--- config.mk ---
export PLATFORM = sky130hd
export DESIGN_NAME = simple_uart_tx_ctrl
export DESIGN_NICKNAME = d
export VERILOG_FILES = /design/src/rtl/simple_uart_tx_ctrl_pkg.sv /design/src/rtl/uart_tx_fifo.sv /design/src/rtl/simple_uart_tx_ctrl.sv
export SDC_FILE = /design/constraint.sdc
export NUM_CORES = 1
export LEC_CHECK = 0
export ABC_CLOCK_PERIOD_IN_PS = 3190
export CORE_AREA = 2 2 60 104
export DETAILED_ROUTE_END_ITERATION = 10
export DIE_AREA = 0 0 62 106
export PLACE_DENSITY = 0.74
export SYNTH_ARGS = -nofsm -noshare
export SYNTH_HDL_FRONTEND = slang
export SYNTH_HIERARCHICAL = 1
export SYNTH_SLANG_ARGS = --single-unit
--- constraint.sdc ---
create_clock -name clk_i_w -period 3.19 [get_ports clk_i_w]
set_input_delay 0.957 -clock clk_i_w [delete_from_list [all_inputs] [get_ports clk_i_w]]
set_output_delay 0.957 -clock clk_i_w [all_outputs]
set_load 0.005 [all_outputs]
--- src/rtl/simple_uart_tx_ctrl_pkg.sv ---
// Shared FSM encodings and status constants for the UART transmit scheduler.
package simple_uart_tx_ctrl_pkg;

  typedef enum logic [1:0] {
    TXC_IDLE = 2'd0,
    TXC_ARM  = 2'd1,
    TXC_BUSY = 2'd2
  } txc_state_e;

  localparam logic [1:0] UART_ST_IDLE    = 2'd0;
  localparam logic [1:0] UART_ST_PENDING = 2'd1;
  localparam logic [1:0] UART_ST_SENDING = 2'd2;

  function automatic logic [1:0] uart_status(input txc_state_e st, input logic q_empty);
    if (st == TXC_IDLE) return q_empty ? UART_ST_IDLE : UART_ST_PENDING;
    return (st == TXC_ARM) ? UART_ST_PENDING : UART_ST_SENDING;
  endfunction

endpackage

--- src/rtl/uart_tx_fifo.sv ---
// Small byte FIFO between the request arbiter and the transmit FSM; head word is
// visible combinationally so the FSM can capture it on the pop edge.
module uart_tx_fifo #(
  parameter int FIFO_AW = 2
) (
  input  logic               clk_i_w,
  input  logic               rst_i_w,
  input  logic               push_i,
  input  logic [7:0]         push_data_i,
  input  logic               pop_i,
  output logic [7:0]         pop_data_o,
  output logic               full_o,
  output logic               empty_o,
  output logic [FIFO_AW:0]   level_o
);

  localparam int DEPTH = 2 ** FIFO_AW;
  localparam logic [FIFO_AW:0] PTR_LAST = (FIFO_AW + 1)'(DEPTH - 1);
  localparam logic [FIFO_AW:0] LVL_FULL = (FIFO_AW + 1)'(DEPTH);

  logic [7:0]       mem_q [DEPTH];
  logic [FIFO_AW:0] wr_ptr_q, wr_ptr_d;
  logic [FIFO_AW:0] rd_ptr_q, rd_ptr_d;
  logic [FIFO_AW:0] count_q, count_d;
  logic             do_push, do_pop;

  assign full_o     = (count_q == LVL_FULL);
  assign empty_o    = (count_q == '0);
  assign level_o    = count_q;
  assign pop_data_o = mem_q[rd_ptr_q[FIFO_AW-1:0]];

  assign do_push = push_i && !full_o;
  assign do_pop  = pop_i && !empty_o;

  always_comb begin
    wr_ptr_d = wr_ptr_q;
    rd_ptr_d = rd_ptr_q;
    count_d  = count_q;
    if (do_push) wr_ptr_d = (wr_ptr_q == PTR_LAST) ? '0 : wr_ptr_q + 1'b1;
    if (do_pop)  rd_ptr_d = (rd_ptr_q == PTR_LAST) ? '0 : rd_ptr_q + 1'b1;
    case ({do_push, do_pop})
      2'b10:   count_d = count_q + 1'b1;
      2'b01:   count_d = count_q - 1'b1;
      default: count_d = count_q;
    endcase
  end

  always_ff @(posedge clk_i_w or negedge rst_i_w) begin
    if (!rst_i_w) begin
      wr_ptr_q <= '0;
      rd_ptr_q <= '0;
      count_q  <= '0;
    end else begin
      wr_ptr_q <= wr_ptr_d;
      rd_ptr_q <= rd_ptr_d;
      count_q  <= count_d;
    end
  end

  // Storage carries no reset: contents are meaningless until counted in.
  always_ff @(posedge clk_i_w) begin
    if (do_push) mem_q[wr_ptr_q[FIFO_AW-1:0]] <= push_data_i;
  end

endmodule

--- src/rtl/simple_uart_tx_ctrl.sv ---
// UART transmit scheduler: two-requester arbiter, byte FIFO, baud tick and send FSM.
// Build option: define UART_TX_FIXED_PRIO_EN for fixed req0 priority instead of round-robin.
module simple_uart_tx_ctrl
  import simple_uart_tx_ctrl_pkg::*;
#(
  parameter int BAUD_DIV    = 434,
  parameter int FIFO_AW     = 2,
  parameter int FRAME_TICKS = 11
) (
  input  logic             clk_i_w,
  input  logic             rst_i_w,
  input  logic             req0_valid_i_w,
  input  logic [7:0]       req0_data_i_w,
  output logic             req0_ready_o_w,
  input  logic             req1_valid_i_w,
  input  logic [7:0]       req1_data_i_w,
  output logic             req1_ready_o_w,
  output logic             baud_en_o_r,
  output logic             send_o_r,
  output logic [7:0]       schar_o_r,
  output logic             busy_o_r,
  output logic [FIFO_AW:0] fifo_level_o_w
);

  localparam int CNT_W  = $clog2(BAUD_DIV);
  localparam int TICK_W = $clog2(FRAME_TICKS + 1);
  localparam logic [CNT_W-1:0]  CNT_LAST  = CNT_W'(BAUD_DIV - 1);
  localparam logic [TICK_W-1:0] TICK_LAST = TICK_W'(FRAME_TICKS - 1);

  logic [CNT_W-1:0]  cnt_q, cnt_d;
  logic              baud_en_q;
  txc_state_e        state_q;
  logic [TICK_W-1:0] tick_q;
  logic              send_q;
  logic [7:0]        schar_q;
  logic              busy_q;

  logic              fifo_full, fifo_empty, fifo_pop, fifo_push;
  logic [7:0]        fifo_rdata, fifo_wdata;
  logic              grant0, grant1;

  // Arbiter: grants are combinational and suppressed whenever the FIFO is full.
`ifdef UART_TX_FIXED_PRIO_EN
  assign grant0 = !fifo_full && req0_valid_i_w;
  assign grant1 = !fifo_full && req1_valid_i_w && !req0_valid_i_w;
`else
  logic last_grant_q;

  assign grant0 = !fifo_full && req0_valid_i_w && (!req1_valid_i_w || last_grant_q);
  assign grant1 = !fifo_full && req1_valid_i_w && (!req0_valid_i_w || !last_grant_q);

  always_ff @(posedge clk_i_w or negedge rst_i_w) begin
    if (!rst_i_w)               last_grant_q <= 1'b1;
    else if (grant0 || grant1)  last_grant_q <= grant1;
  end
`endif

  assign req0_ready_o_w = grant0;
  assign req1_ready_o_w = grant1;
  assign fifo_push      = grant0 || grant1;
  assign fifo_wdata     = grant0 ? req0_data_i_w : req1_data_i_w;
  assign fifo_pop       = (state_q == TXC_IDLE) && !fifo_empty;

  uart_tx_fifo #(.FIFO_AW(FIFO_AW)) u_fifo (
    .clk_i_w     (clk_i_w),
    .rst_i_w     (rst_i_w),
    .push_i      (fifo_push),
    .push_data_i (fifo_wdata),
    .pop_i       (fifo_pop),
    .pop_data_o  (fifo_rdata),
    .full_o      (fifo_full),
    .empty_o     (fifo_empty),
    .level_o     (fifo_level_o_w)
  );

  // Free-running baud divider, never realigned to traffic.
  assign cnt_d = (cnt_q == CNT_LAST) ? '0 : cnt_q + 1'b1;

  always_ff @(posedge clk_i_w or negedge rst_i_w) begin
    if (!rst_i_w) begin
      cnt_q     <= '0;
      baud_en_q <= 1'b0;
    end else begin
      cnt_q     <= cnt_d;
      baud_en_q <= (cnt_q == CNT_LAST);
    end
  end

  always_ff @(posedge clk_i_w or negedge rst_i_w) begin
    if (!rst_i_w) begin
      state_q <= TXC_IDLE;
      tick_q  <= '0;
      send_q  <= 1'b0;
      schar_q <= 8'h00;
      busy_q  <= 1'b0;
    end else begin
      busy_q <= (state_q != TXC_IDLE) || !fifo_empty;
      case (state_q)
        TXC_IDLE: begin
          if (!fifo_empty) begin
            schar_q <= fifo_rdata;
            send_q  <= 1'b1;
            state_q <= TXC_ARM;
          end
        end
        TXC_ARM: begin
          // Drop send on the edge closing the enabled cycle, so the sender sees it once.
          if (baud_en_q) begin
            send_q  <= 1'b0;
            tick_q  <= '0;
            state_q <= TXC_BUSY;
          end
        end
        TXC_BUSY: begin
          if (baud_en_q) begin
            if (tick_q == TICK_LAST) state_q <= TXC_IDLE;
            else                     tick_q  <= tick_q + 1'b1;
          end
        end
        default: state_q <= TXC_IDLE;
      endcase
    end
  end

  assign baud_en_o_r = baud_en_q;
  assign send_o_r    = send_q;
  assign schar_o_r   = schar_q;
  assign busy_o_r    = busy_q;

endmodule

# [Yosys cells after proc, flatten, opt, wreduce, memory -nomap -nowiden]
# Memory sizes are Yosys's and may differ from the RTL's. A register that Yosys moved wholly into a read port is not among the register bits.
# Cells that the tools add are included.
[totals] ff_bits=28 ramBits=32 input_bits=20 output_inout_bits=16 wordCells=78 memories=1
[mem_list] memory="u_fifo.mem_q" depth=4 width=8 read_ports=1 rd_clocked_by_memory_dff=1 write_ports=1 line_no="uart_tx_fifo.sv:21" text="logic [7:0] mem_q [DEPTH];"
[op_classes] addsub=6 n_eq_ne=14 muxes=19 n_bitwise=1 n_reduce_logical=27
[ops] op="2-to-1 mux 4 bit" n=3
[ops] op="!= test 2 bit, second input constant" n=5
[ops] op="adder 3 x 1 -> 3 bit, second input constant" n=3
[ops] op="adder 9 x 1 -> 9 bit, second input constant" n=1
[ops] op="equality test 9 bit, second input constant" n=1
[ops] op="2-to-1 mux 9 bit" n=1
[ops] op="2-to-1 mux 2 bit" n=4
[ops] op="2-to-1 mux 8 bit" n=1
[ops] op="case mux 4 bit (2 select lines)" n=1
[ops] op="AND reduction 4 bit" n=2
[ops] op="nonzero test 2 bit" n=4
[ops] op="logical AND 1 bit" n=7
[ops] op="equality test 3 x 2 -> 1 bit, second input constant" n=2
[ops] op="zero test 1 bit" n=6
[ops] op="2-to-1 mux 3 bit" n=2
[ops] op="case mux 2 bit (3 select lines)" n=1
[ops] op="case mux 3 bit (2 select lines)" n=1
[ops] op="adder 4 x 1 -> 4 bit, second input constant" n=1
[ops] op="equality test 2 x 1 -> 1 bit, second input constant" n=2
[ops] op="equality test 2 bit, second input constant" n=2
[ops] op="equality test 4 bit, second input constant" n=1
[ops] op="logical OR 1 bit" n=4
[ops] op="2-to-1 mux 1 bit" n=4
[ops] op="equality test 3 bit, second input constant" n=1
[ops] op="other kinds (7)" n=7

# [Logic depth before layout (Yosys ltp)]
[logic_depth] ltp_word=8 mapped_depth=11 ltp_nobuf=10

# [Modules after synthesis]
# The synthesis kept the hierarchy.
[by_module_without_submodules] mod="uart_tx_fifo" n_inst=1 cells_per_inst=90 area_per_inst_um2=1695.4
[by_module_without_submodules] mod="simple_uart_tx_ctrl" n_inst=1 cells_per_inst=120 area_per_inst_um2=1368.8

# [Worst setup path before layout]
# No wires, ideal clock.
[synth_timing] kind="input-to-reg" start="input port req0_valid_i_w" end="register u_fifo.count_q[2], in the netlist u_fifo/level_o[2]" setup_ns=0.079 arrival_time_ns=2.358 t_required_ns=3.111 slack_ns=0.752 path_stages=11 path_buffers=1 cell_sequence="nor2_1 -> nor2_1 -> nor2b_1 -> buf_6 -> inv_1 -> ha_1 -> inv_1 -> fa_1 -> xor2_1 -> nor2_1 -> xor2_1"
[synth_via] elab_chain_cells=7 elab_cells_between_ends=11 classes_between="eq/ne: 2; mux: 1; reduce/logical: 8"
[synth_lines] item="start, declared" line_no="simple_uart_tx_ctrl.sv:12" text="input logic req0_valid_i_w,"
[synth_lines] item="zero test 1 bit" line_no="simple_uart_tx_ctrl.sv:50" text="assign grant1 = !fifo_full && req1_valid_i_w && (!req0_valid_i_w || !last_grant_q);"
[synth_lines] item="logical OR 1 bit" line_no="simple_uart_tx_ctrl.sv:50"
[synth_lines] item="logical AND 1 bit" line_no="simple_uart_tx_ctrl.sv:50"
[synth_lines] item="logical OR 1 bit *" line_no="simple_uart_tx_ctrl.sv:60" text="assign fifo_push = grant0 || grant1;"
[synth_lines] item="via fifo_push" line_no="simple_uart_tx_ctrl.sv:38" text="logic fifo_full, fifo_empty, fifo_pop, fifo_push;"
[synth_lines] item="logical AND 1 bit *" line_no="uart_tx_fifo.sv:32" text="assign do_push = push_i && !full_o;"
[synth_lines] item="equality test 2 x 1 -> 1 bit or equality test 2 bit (tied branches)" line_no="uart_tx_fifo.sv:41" text="case ({do_push, do_pop})"
[synth_lines] item="case mux 3 bit (2 select lines) or nonzero test 2 bit (tied branches)"
[synth_lines] item="end signal, assigned" line_no="uart_tx_fifo.sv:56" text="count_q <= count_d;"
[synth_lines] item="end, declared" line_no="uart_tx_fifo.sv:24" text="logic [FIFO_AW:0] count_q, count_d;"
# The timed path passes the listed nets; every way through them passes the cells marked *.
# A chain may end at the register's enable or synchronous reset.

# [Final worst setup path]
[layout_timing] start="input port req0_valid_i_w" end="output port req1_ready_o_w"
[layout_via] elab_chain_cells=3
[layout_lines] item="zero test 1 bit" line_no="simple_uart_tx_ctrl.sv:50"
[layout_lines] item="logical OR 1 bit" line_no="simple_uart_tx_ctrl.sv:50"
[layout_lines] item="logical AND 1 bit" line_no="simple_uart_tx_ctrl.sv:50"
[layout_lines] item="end, declared" line_no="simple_uart_tx_ctrl.sv:17" text="output logic req1_ready_o_w,"
# No other way between the ends.

==> key figures <==
Status
  – Outcome: complete, no violations

Power and ir drop
  – P_leak: 1.45 nW
  – Overall power: 2.58 mW
  – Power Dens Cells: 689 nW/µm²
  – Maximum VDD drop: 458 µV

Clocking
  – TritonCTS clock tree: done
  – Hold-fix buffers, CTS: 0
  – Clock sink count: 68
  – TritonCTS buffer count: 9
  – Reg clk slew, reported paths: 0.08 ns
  – Root buf cell: clkbuf_8
  – # H-tree levels: 3
  – Skew-Pair Late Insertion Delay: 0.34 ns
  – CTS Buffer Depth: 2
  – Setup bufs post-CTS: 0
  – Cts repair resizes: 2

Die
  – Die area: 6570 µm²
  – Initial Util: 53.0%
  – Core area: 5790 µm²
  – Row count: 37
  – Total I/O pin count: 36
  – Die X: 62 µm
  – Die Span Y: 106 µm

Finish
  – Seq. cell area: 1860 µm²
  – Area growth from synthesis to layout: 22.3%
  – Diodes inserted: 0
  – Multi-input gate area: 1110 µm²
  – Ratio of cells with drive above 1 in the final layout: 23.7%
  – Fin cells: 340
  – Net count, final: 288
  – Most frequent cells in the layout: 35 x dfrtp_1, 33 x clkdlybuf4s50_1, 32 x edfxtp_1
  – Fillcell total: 421
  – Most common cell after layout, fill and taps aside: dfrtp_1

Placed design
  – Routability cong.: 0.809
  – Inst Count DP: 324
  – Port Buf Inserts: 35
  – Final HPWL from detailed placement: 3700 µm
  – Pre-CTS setup slack: -0.0281 ns

Min path
  – Hold Path Depth: 2
  – HP Class: reg2reg
  – Hold Path Origin: u_fifo/rd_ptr_q[2]$_DFFE_PN0P_
  – Hold endpoint: u_fifo/rd_ptr_q[2]$_DFFE_PN0P_

Setup path
  – Worst Path Required: 2.23 ns
  – Crit start category: input pin
  – Critical path arrival: 2.16 ns
  – R2R depth: 9
  – Reg2reg start: state_q[1]$_DFFE_PN0P_
  – R2R Setup Slk: 0.87 ns
  – CP Class: in2out
  – CP Capture Type: output port
  – Critical path, cell by cell: clkdlybuf4s50_1 -> buf_4 -> a21oi_1 -> clkdlybuf4s50_1
  – CP max stage delay: 0.53 ns
  – Slowest CP cell: clkdlybuf4s50_1
  – Worst-path fanout max: 2
  – R2R Path End: u_fifo/level_o[2]$_DFFE_PN0P_
  – Top cell by count, worst path: clkdlybuf4s50_1

Routing
  – WL/cell: 15.2 µm
  – ANT nets after route: 0
  – WL final: 5160 µm
  – DRT iter0 DRCs: 74
  – Vias per cell: 5.36
  – Routed wl met3: 136 µm
  – DRT met1 WL: 2050 µm
  – Top sig layer: met4
  – Post-route DRC: 0
  – First-pass DRT Iterations: 4
  – Detailed route wirelength on metal2: 2850 µm
  – Vias: 1,824

Synthesis
  – Adder-cell share of the synthesized area: 4.74%
  – Post-synthesis cell count: 210
  – Sequential area share after synthesis: 60.8%
  – Post-synthesis cell type count: 43
  – Synth Area per Inst: 14.6 µm²
  – Mapped Area: 3060 µm²
  – Post-synthesis compound-gate area fraction: 5.39%
  – Synth Register Bits: 68
  – Largest family of logic cells by synthesized area: multiplexers
  – Post-synthesis simple-gate area fraction: 9.80%
  – Post-synthesis mux area share: 14.3%
  – Yosys warnings: 6
  – Syn_nets: 241
  – Synth Area in XOR/XNOR: 2.00%

Timing
  – Min Clock Period, post-route: 3.12 ns
  – Total negative slack: 0 ns
  – Slew HR: 60.4%
  – Final WS setup: 0.0735 ns
  – Layout Skew: 0.00937 ns
  – RSZ-0062 raised after global routing: no
  – Worst Max-Slew Pin Slew: 0.595 ns
  – Fin crit share: 97.7%
  – Final hold vios: 0
  – Max Fclk: 321 MHz
  – Endpoints failing setup: 0
  – Final Max Slew Viols: 0

Global routing
  – First-pass GRT wire length: 8410 µm
  – Initial antenna violation count: 0
  – Pin count of the biggest net entering global routing: 37
  – Grt total ovfl: 0
  – Tot GR Track Use: 17.9%
  – Vias in the first global route: 1,863

Job
  – Maxcap violations: 0
-- synth_stat cells, drive strengths merged --
master   n  area share [%]
a211oi   1            0.65
a21oi    7             1.1
a311oi   1            0.29
a31oi    2            0.41
a41oi    1            0.29
and2     4            0.98
and3     2            0.41
and4     1            0.33
buf      3            0.65
clkbuf   1            0.12
dfrtp   35              29
dfstp    1            0.86
edfxtp  32              31
fa       1            0.65
ha      10             4.1
inv     18             2.2
mux2    19             7.1
mux2i    4             1.3
mux4     8             5.9
nand2    4            0.49
nand2b   3            0.61
nand3    6            0.98
nand3b   3            0.73
nand4    2            0.41
nor2    10             1.2
nor2b    4            0.90
nor3     3             1.2
nor3b    2            0.65
o211ai   2            0.49
o21ai    8             1.3
o221ai   1            0.29
o311ai   1            0.53
or3      1            0.20
or4      1            0.25
or4b     1            0.45
xnor2    4             1.1
xor2     3            0.86
-- critical path, delay by kind of cell --
kind                   cells  cell delay [ns]
buffers and inverters      3             1.09
AO/OA/AOI/OAI              1             0.11
-- worst max path at each step --
stage | from | depth (start not counted) | end
detailed placement | req0_valid_i_w | 4 | req0_ready_o_w
global route | req0_valid_i_w | 4 | req1_ready_o_w
global placement | req0_valid_i_w | 4 | req0_ready_o_w
floorplan | req0_valid_i_w | 11 | u_fifo/level_o[2]$_DFFE_PN0P_
finish | req0_valid_i_w | 4 | req1_ready_o_w
CTS | req0_valid_i_w | 4 | req1_ready_o_w
-- kinds of logic (layout without fill, tap and decap cells) --
logic type / count (synthesis) / in the layout
multiplexers: 31 / 31
adder cells (fa/ha/maj): 11 / 11
flip-flops: 68 / 68
AO/OA/AOI/OAI: 24 / 24
AND/OR/NAND/NOR: 47 / 47
XOR/XNOR: 7 / 7
buffers and inverters: 22 / 74
-- stage by stage --
stage	hold slack (ns)	cell area [µm²]	utilization (%)
after floorplan	0.458	3060	-
after global placement	0.485	3530	60.9
after detailed placement	0.490	3530	60.9
after CTS	0.502	3750	64.8
after global routing	0.519	3750	64.8
final	0.498	3750	64.8
-- layer usage --
layer / vias to the layer above / track usage [%]
li1: 861 / -
met1: 918 / 19.6
met2: 36 / 30.7
met3: 9 / 3.65
met4: 0 / 9.12
met5: - / 0
-- layout make-up --
type / instances / share of cell area [%]
flip-flops and latches: 68 / 49.7
multi-input cells: 120 / 29.6
repair buffers: 40 / 10.3
clock buffers: 9 / 3.31
clock inverters: 7 / 2.67
well taps: 78 / 2.60
inverters: 18 / 1.80
-- registers in the layout, indices dropped and copies added, names as in the netlist --
| register | cells |
|---|---|
| baud_en_o_r | 1 |
| busy_o_r | 1 |
| cnt_q | 9 |
| last_grant_q | 1 |
| schar_o_r | 8 |
| send_o_r | 1 |
| state_q | 2 |
| tick_q | 4 |
| u_fifo/level_o | 3 |
| u_fifo/mem_q | 32 |
| u_fifo/rd_ptr_q | 3 |
| u_fifo/wr_ptr_q | 3 |
-- power breakdown --
group	switching, mW	total, mW	internal (mW)
clock	0.341	0.785	0.443
combinational	0.276	0.570	0.293
sequential	0.0877	1.23	1.14
total	0.705	2.58	1.88
No activity file was read; power rests on OpenSTA's default activity.
==> patch 1: new RTL, config.mk and constraints unchanged <==
Build with the macro `UART_TX_FIXED_PRIO_EN` defined.
--- a/src/rtl/simple_uart_tx_ctrl.sv
+++ b/src/rtl/simple_uart_tx_ctrl.sv
@@ -1,5 +1,7 @@
 // UART transmit scheduler: two-requester arbiter, byte FIFO, baud tick and send FSM.
 // Build option: define UART_TX_FIXED_PRIO_EN for fixed req0 priority instead of round-robin.
+`define UART_TX_FIXED_PRIO_EN
+
 module simple_uart_tx_ctrl
   import simple_uart_tx_ctrl_pkg::*;
 #(
Function: changed (Yosys sat finds a counterexample within 4 cycles, from zero or initial values and one cycle with rst_i_w low).
==> patch 1 against the unedited design <==
Hold slack gained 0.0030 ns. Combinational power down 7.0%. Total power fell by 8.7%. Synthesized cell count decreased by 1.9%. Sequential cell count shrank 1. Register-to-register slack worse by 0.03 ns. Wire length decreased by 4.1%. Via count is 2.9% lower. Setup slack improved by 0.20 ns. First-iteration DRC count increased by 64%. Design area down 2.2%. Clock power decreased by 19%. Synthesized area is 1.9% lower. Fmax rose by 6.9%.
==> patch 1: results (changes against the unedited design) <==
Outcome = finished clean
Distinct cell type count after synthesis = 41 (-4.7%)
Vias in the first global route = 1767 (-5.2%)
Share of cells above drive strength 1 = 23.2% (-0.50 points)
First-pass GRT wire length = 8330 um (-0.99%)
Root buffer cell = clkbuf_8
WL/cell = 14.7 um (-3.2%)
Relative slew slack = 61.4% (+1.0 points)
Gates resized, CTS repair = 4 (+2)
Ant diodes = 0 (unchanged)
Cells after Synth = 206 (-1.9%)
Largest register FFs = 32 (unchanged)
Post-CTS Repair Setup Buffers = 0 (unchanged)
Top cells by area, synth = edfxtp_1 (32%), dfrtp_1 (29%), mux2_2 (6.7%), mux4_2 (6.0%), ha_1 (4.2%)
Synth top cells by count = dfrtp_1 (35), edfxtp_1 (32), mux2_2 (18)
Hold Crit Start = u_fifo/rd_ptr_q[2]
Static Leak = 1.44 nW (-0.69%)
Seq group = 1.19 mW (-3%)
Register area share after synthesis = 61.1% (+0.29 points)
WHS Endpoint = u_fifo/rd_ptr_q[2]
Max incr delay on CP = 0.49 ns (-0.04 ns)
Final-stage net count = 285 (-1.0%)
Peak supply drop = 428 uV (-6.7%)
Fill count = 439 (+4.3%)
Starting DRC count in detailed routing = 121 (+64%)
Routed WL = 4950 um (-4.1%)
Slowest cell on crit path = clkdlybuf4s50_1
Largest net degree at the start of global routing = 36 (-2.7%)
Worst setup path endpoint = req0_ready_o_w
Crit path DAT = 1.96 ns (-0.20 ns)
Dpl cells = 321 (-0.93%)
GRT Overall Usage = 18.1% (+0.24 points)
Syn Nets = 237 (-1.7%)
Flop2flop setup slack = 0.84 ns (-0.03 ns)
Longest Clk Path Bufs = 2 (unchanged)
Power Internal = 1.73 mW (-7.7%)
Vias per inst = 5.26 (-2.0%)
Total power draw = 2.36 mW (-8.7%)
Ys async rst share = 52.2% (-0.70 points)
HPWL after DPL = 3560 um (-3.5%)
Combinational power share = 22.5% (+0.4 points)
Placer Congestion = 0.684 (-15%)
Final Skew = 0.0101 ns (+0.000728 ns)
## patch 1: cell types whose count changed in the layout (fill, tap and decap cells not counted), sizes merged
cell	delta
a211oi	-1
buf	+2
bufinv	-2
clkbuf	+5
clkinv	+1
clkinvlp	-3
dfstp	-1
inv	-3
nand2	+1
nand2b	-1
nor2	+1
o21ai	-2
## patch 1: metrics by stage
| step | worst slack (ns) | hold WS [ns] | util [%] | cell area [um2] |
|---|---|---|---|---|
| 6_report | 0.273 | 0.501 | 63.3 | 3660 |
| 4_1_cts | 0.257 | 0.500 | 63.3 | 3660 |
| 3_5_place_dp | -0.0302 | 0.489 | 60.1 | 3480 |
| 5_1_grt | 0.204 | 0.528 | 63.3 | 3660 |
| 2_1_floorplan | 0.767 | 0.458 | - | 3010 |
| 3_3_place_gp | -0.0233 | 0.491 | 60.1 | 3480 |
## patch 1: logic make-up after synthesis
kind of cell / count (synthesis) / share of synthesized area, %
mux: 31 / 14.6
buf+inv: 21 / 2.95
fa+ha+maj: 11 / 4.83
simple gates: 48 / 10.0
flops: 67 / 61.1
compound gates: 21 / 4.49
xor+xnor: 7 / 2.04
## patch 1: final cells by class
type,instances,area [um2],area share [%]
sequential,67,1840,50.1
multi-input combinational,118,1090,29.7
timing repair buffer,42,400,10.9
clock buffer,14,173,4.71
tap,78,97.6,2.66
inverter,16,60.1,1.64
clock inverter,2,8.76,0.239
## patch 1: layer usage
metal / routed length, um / track usage (%) / vias to the layer above / share of wire [%]
met2: 2780 / 29.7 / 31 / 56
met4: 122 / 9.12 / 0 / 2.5
li1: - / - / 847 / -
met3: 139 / 4.74 / 8 / 2.8
met5: 0 / 0 / - / 0
met1: 1900 / 20.9 / 885 / 38
==> patch 2: new RTL, config.mk and constraints unchanged <==
Without the edit above. Put a register stage on the output `fifo_level_o_w`, without a reset. The value now appears one clock later. The other outputs are not delayed to match.
--- a/src/rtl/simple_uart_tx_ctrl.sv
+++ b/src/rtl/simple_uart_tx_ctrl.sv
@@ -26,6 +26,8 @@
   localparam int TICK_W = $clog2(FRAME_TICKS + 1);
   localparam logic [CNT_W-1:0]  CNT_LAST  = CNT_W'(BAUD_DIV - 1);
   localparam logic [TICK_W-1:0] TICK_LAST = TICK_W'(FRAME_TICKS - 1);
+
+  logic [FIFO_AW:0] fifo_level_o_w_d;
 
   logic [CNT_W-1:0]  cnt_q, cnt_d;
   logic              baud_en_q;
@@ -70,7 +72,7 @@
     .pop_data_o  (fifo_rdata),
     .full_o      (fifo_full),
     .empty_o     (fifo_empty),
-    .level_o     (fifo_level_o_w)
+    .level_o     (fifo_level_o_w_d)
   );
 
   // Free-running baud divider, never realigned to traffic.
@@ -127,5 +129,9 @@
   assign schar_o_r   = schar_q;
   assign busy_o_r    = busy_q;
 
+  always_ff @(posedge clk_i_w) begin
+    fifo_level_o_w <= fifo_level_o_w_d;
+  end
+
 endmodule
 
Check against the original RTL: not equivalent (Yosys sat finds a counterexample within 4 cycles, from zero or initial values and one cycle with rst_i_w low).
==> patch 2 against the unedited design <==
Design area grew 1.1%. Die area is the same. Combinational power shrank 3%. Register-to-register slack lost 0.02 ns. Synthesized area grew 1.9%. Non-clock buffer count is the same. Cell count grew 1.2%. Sequential cell count grew 3. Setup slack gained 0.16 ns. Wire length shrank 5.0%. Total power shrank 0.22%.
==> patch 2: results (changes against the unedited design) <==
WHS Endpoint = fifo_level_o_w[2]
Syn Nets = 245 (+1.7%)
Top cells by area, synth = edfxtp_1 (31%), dfrtp_1 (28%), mux2_2 (6.5%), mux4_2 (5.8%), ha_1 (4.0%)
Worst hold path cell count = 0 (-2)
Register area share after synthesis = 61.6% (+0.78 points)
Share of cells above drive strength 1 = 21.8% (-1.9 points)
First-pass GRT wire length = 8290 um (-1.4%)
Post-CTS Repair Setup Buffers = 0 (unchanged)
Routed WL = 4900 um (-5.0%)
Yosys top cell area share = 30.8% (-0.59 points)
Peak supply drop = 483 uV (+5.3%)
Final-stage net count = 292 (+1.4%)
Fill count = 460 (+9.3%)
Flop2flop setup slack = 0.85 ns (-0.02 ns)
Starting DRC count in detailed routing = 115 (+55%)
HPWL after DPL = 3540 um (-4.3%)
Final Skew = 0.00848 ns (-0.000895 ns)
Vias in the first global route = 1773 (-4.8%)
GRT Overall Usage = 17.8% (-0.10 points)
Ys async rst share = 50.7% (-2.2 points)
Type of the worst min-delay path = register to register
Placer Congestion = 0.796 (-1.5%)
Crit path DAT = 2.00 ns (-0.16 ns)
Largest net degree at the start of global routing = 37 (unchanged)
Max incr delay on CP = 0.49 ns (-0.04 ns)
Outcome = finished clean
Least-Margin Pin Slew = 0.565 ns (-0.0292 ns)
Dpl cell area = 0.00358 mm2 (+1.7%)
[patch 2: cell count changes in the layout (fill, tap and decap cells not counted), moves of 2 or more]
| cell | change |
|---|---|
| clkbuf_1 | +2 |
| clkinv_1 | +2 |
| clkinvlp_4 | -3 |
| dfxtp_1 | +3 |
[patch 2: worst reg2reg max path: stages (launching register included)]
cell     delay (ns)
dfrtp_1        0.51
nor3_2         0.22
buf_4          0.20
nor2b_2        0.28
ha_1           0.23
inv_1          0.06
fa_1           0.37
xor2_1         0.15
nor2_1         0.12
xor2_1         0.15
[patch 2: worst max-delay path by stage]
stage / startpoint / end / slack [ns] / cells past startpoint
finish: req0_valid_i_w / req0_ready_o_w / 0.23 / 4
global route: req0_valid_i_w / req0_ready_o_w / 0.19 / 4
CTS: req0_valid_i_w / req1_ready_o_w / 0.02 / 4
detailed placement: req0_valid_i_w / req0_ready_o_w / -0.04 / 4
global placement: req0_valid_i_w / req0_ready_o_w / -0.02 / 4
floorplan: req0_valid_i_w / u_fifo/level_o[2] / 0.75 / 11
[patch 2: kinds of logic after synthesis]
logic type / Yosys count / synth area share (%)
adders and majority gates: 11 / 4.65
DFF: 71 / 61.6
AOI/OAI and AO/OA: 25 / 5.45
muxes: 31 / 14.0
and+or+nand+nor: 47 / 9.42
xor gates and xnor gates: 7 / 1.96
buffers and inverters: 22 / 2.92
[patch 2: cell type report]
| type | instances | area share [%] |
|---|---|---|
| repair buffers | 40 | 10.2 |
| flip-flops and latches | 71 | 50.8 |
| inverters | 18 | 1.78 |
| well taps | 78 | 2.58 |
| clock buffers | 11 | 3.47 |
| multi-input cells | 121 | 29.3 |
| clock inverters | 5 | 1.92 |
[patch 2: what timing repair did]
action	CTS	global route
pin swaps	0	0
gates resized for setup	2	1
endpoints found under the setup margin	2	1
[patch 2: metal layers]
metal	vias up	track usage [%]	part of all wire, %
met5	-	0	0
met4	0	10.3	1.6
met3	4	4.38	2.8
met2	30	27.1	54
met1	876	22.3	42
li1	872	-	-
[patch 2: power breakdown]
group | total, mW | internal (mW) | leakage [nW] | switching, mW
combinational | 0.555 | 0.289 | 0.631 | 0.266
sequential | 1.29 | 1.20 | 0.761 | 0.0887
clock | 0.734 | 0.434 | 0.102 | 0.300
total | 2.58 | 1.92 | 1.49 | 0.655
[patch 2: through the flow]
stage	std cells	util, %	hold WS [ns]
after floorplan	214	-	0.413
after global placement	328	61.9	0.441
after detailed placement	328	61.9	0.441
after CTS	344	65.4	0.455
after global routing	344	65.5	0.478
final	344	65.5	0.454
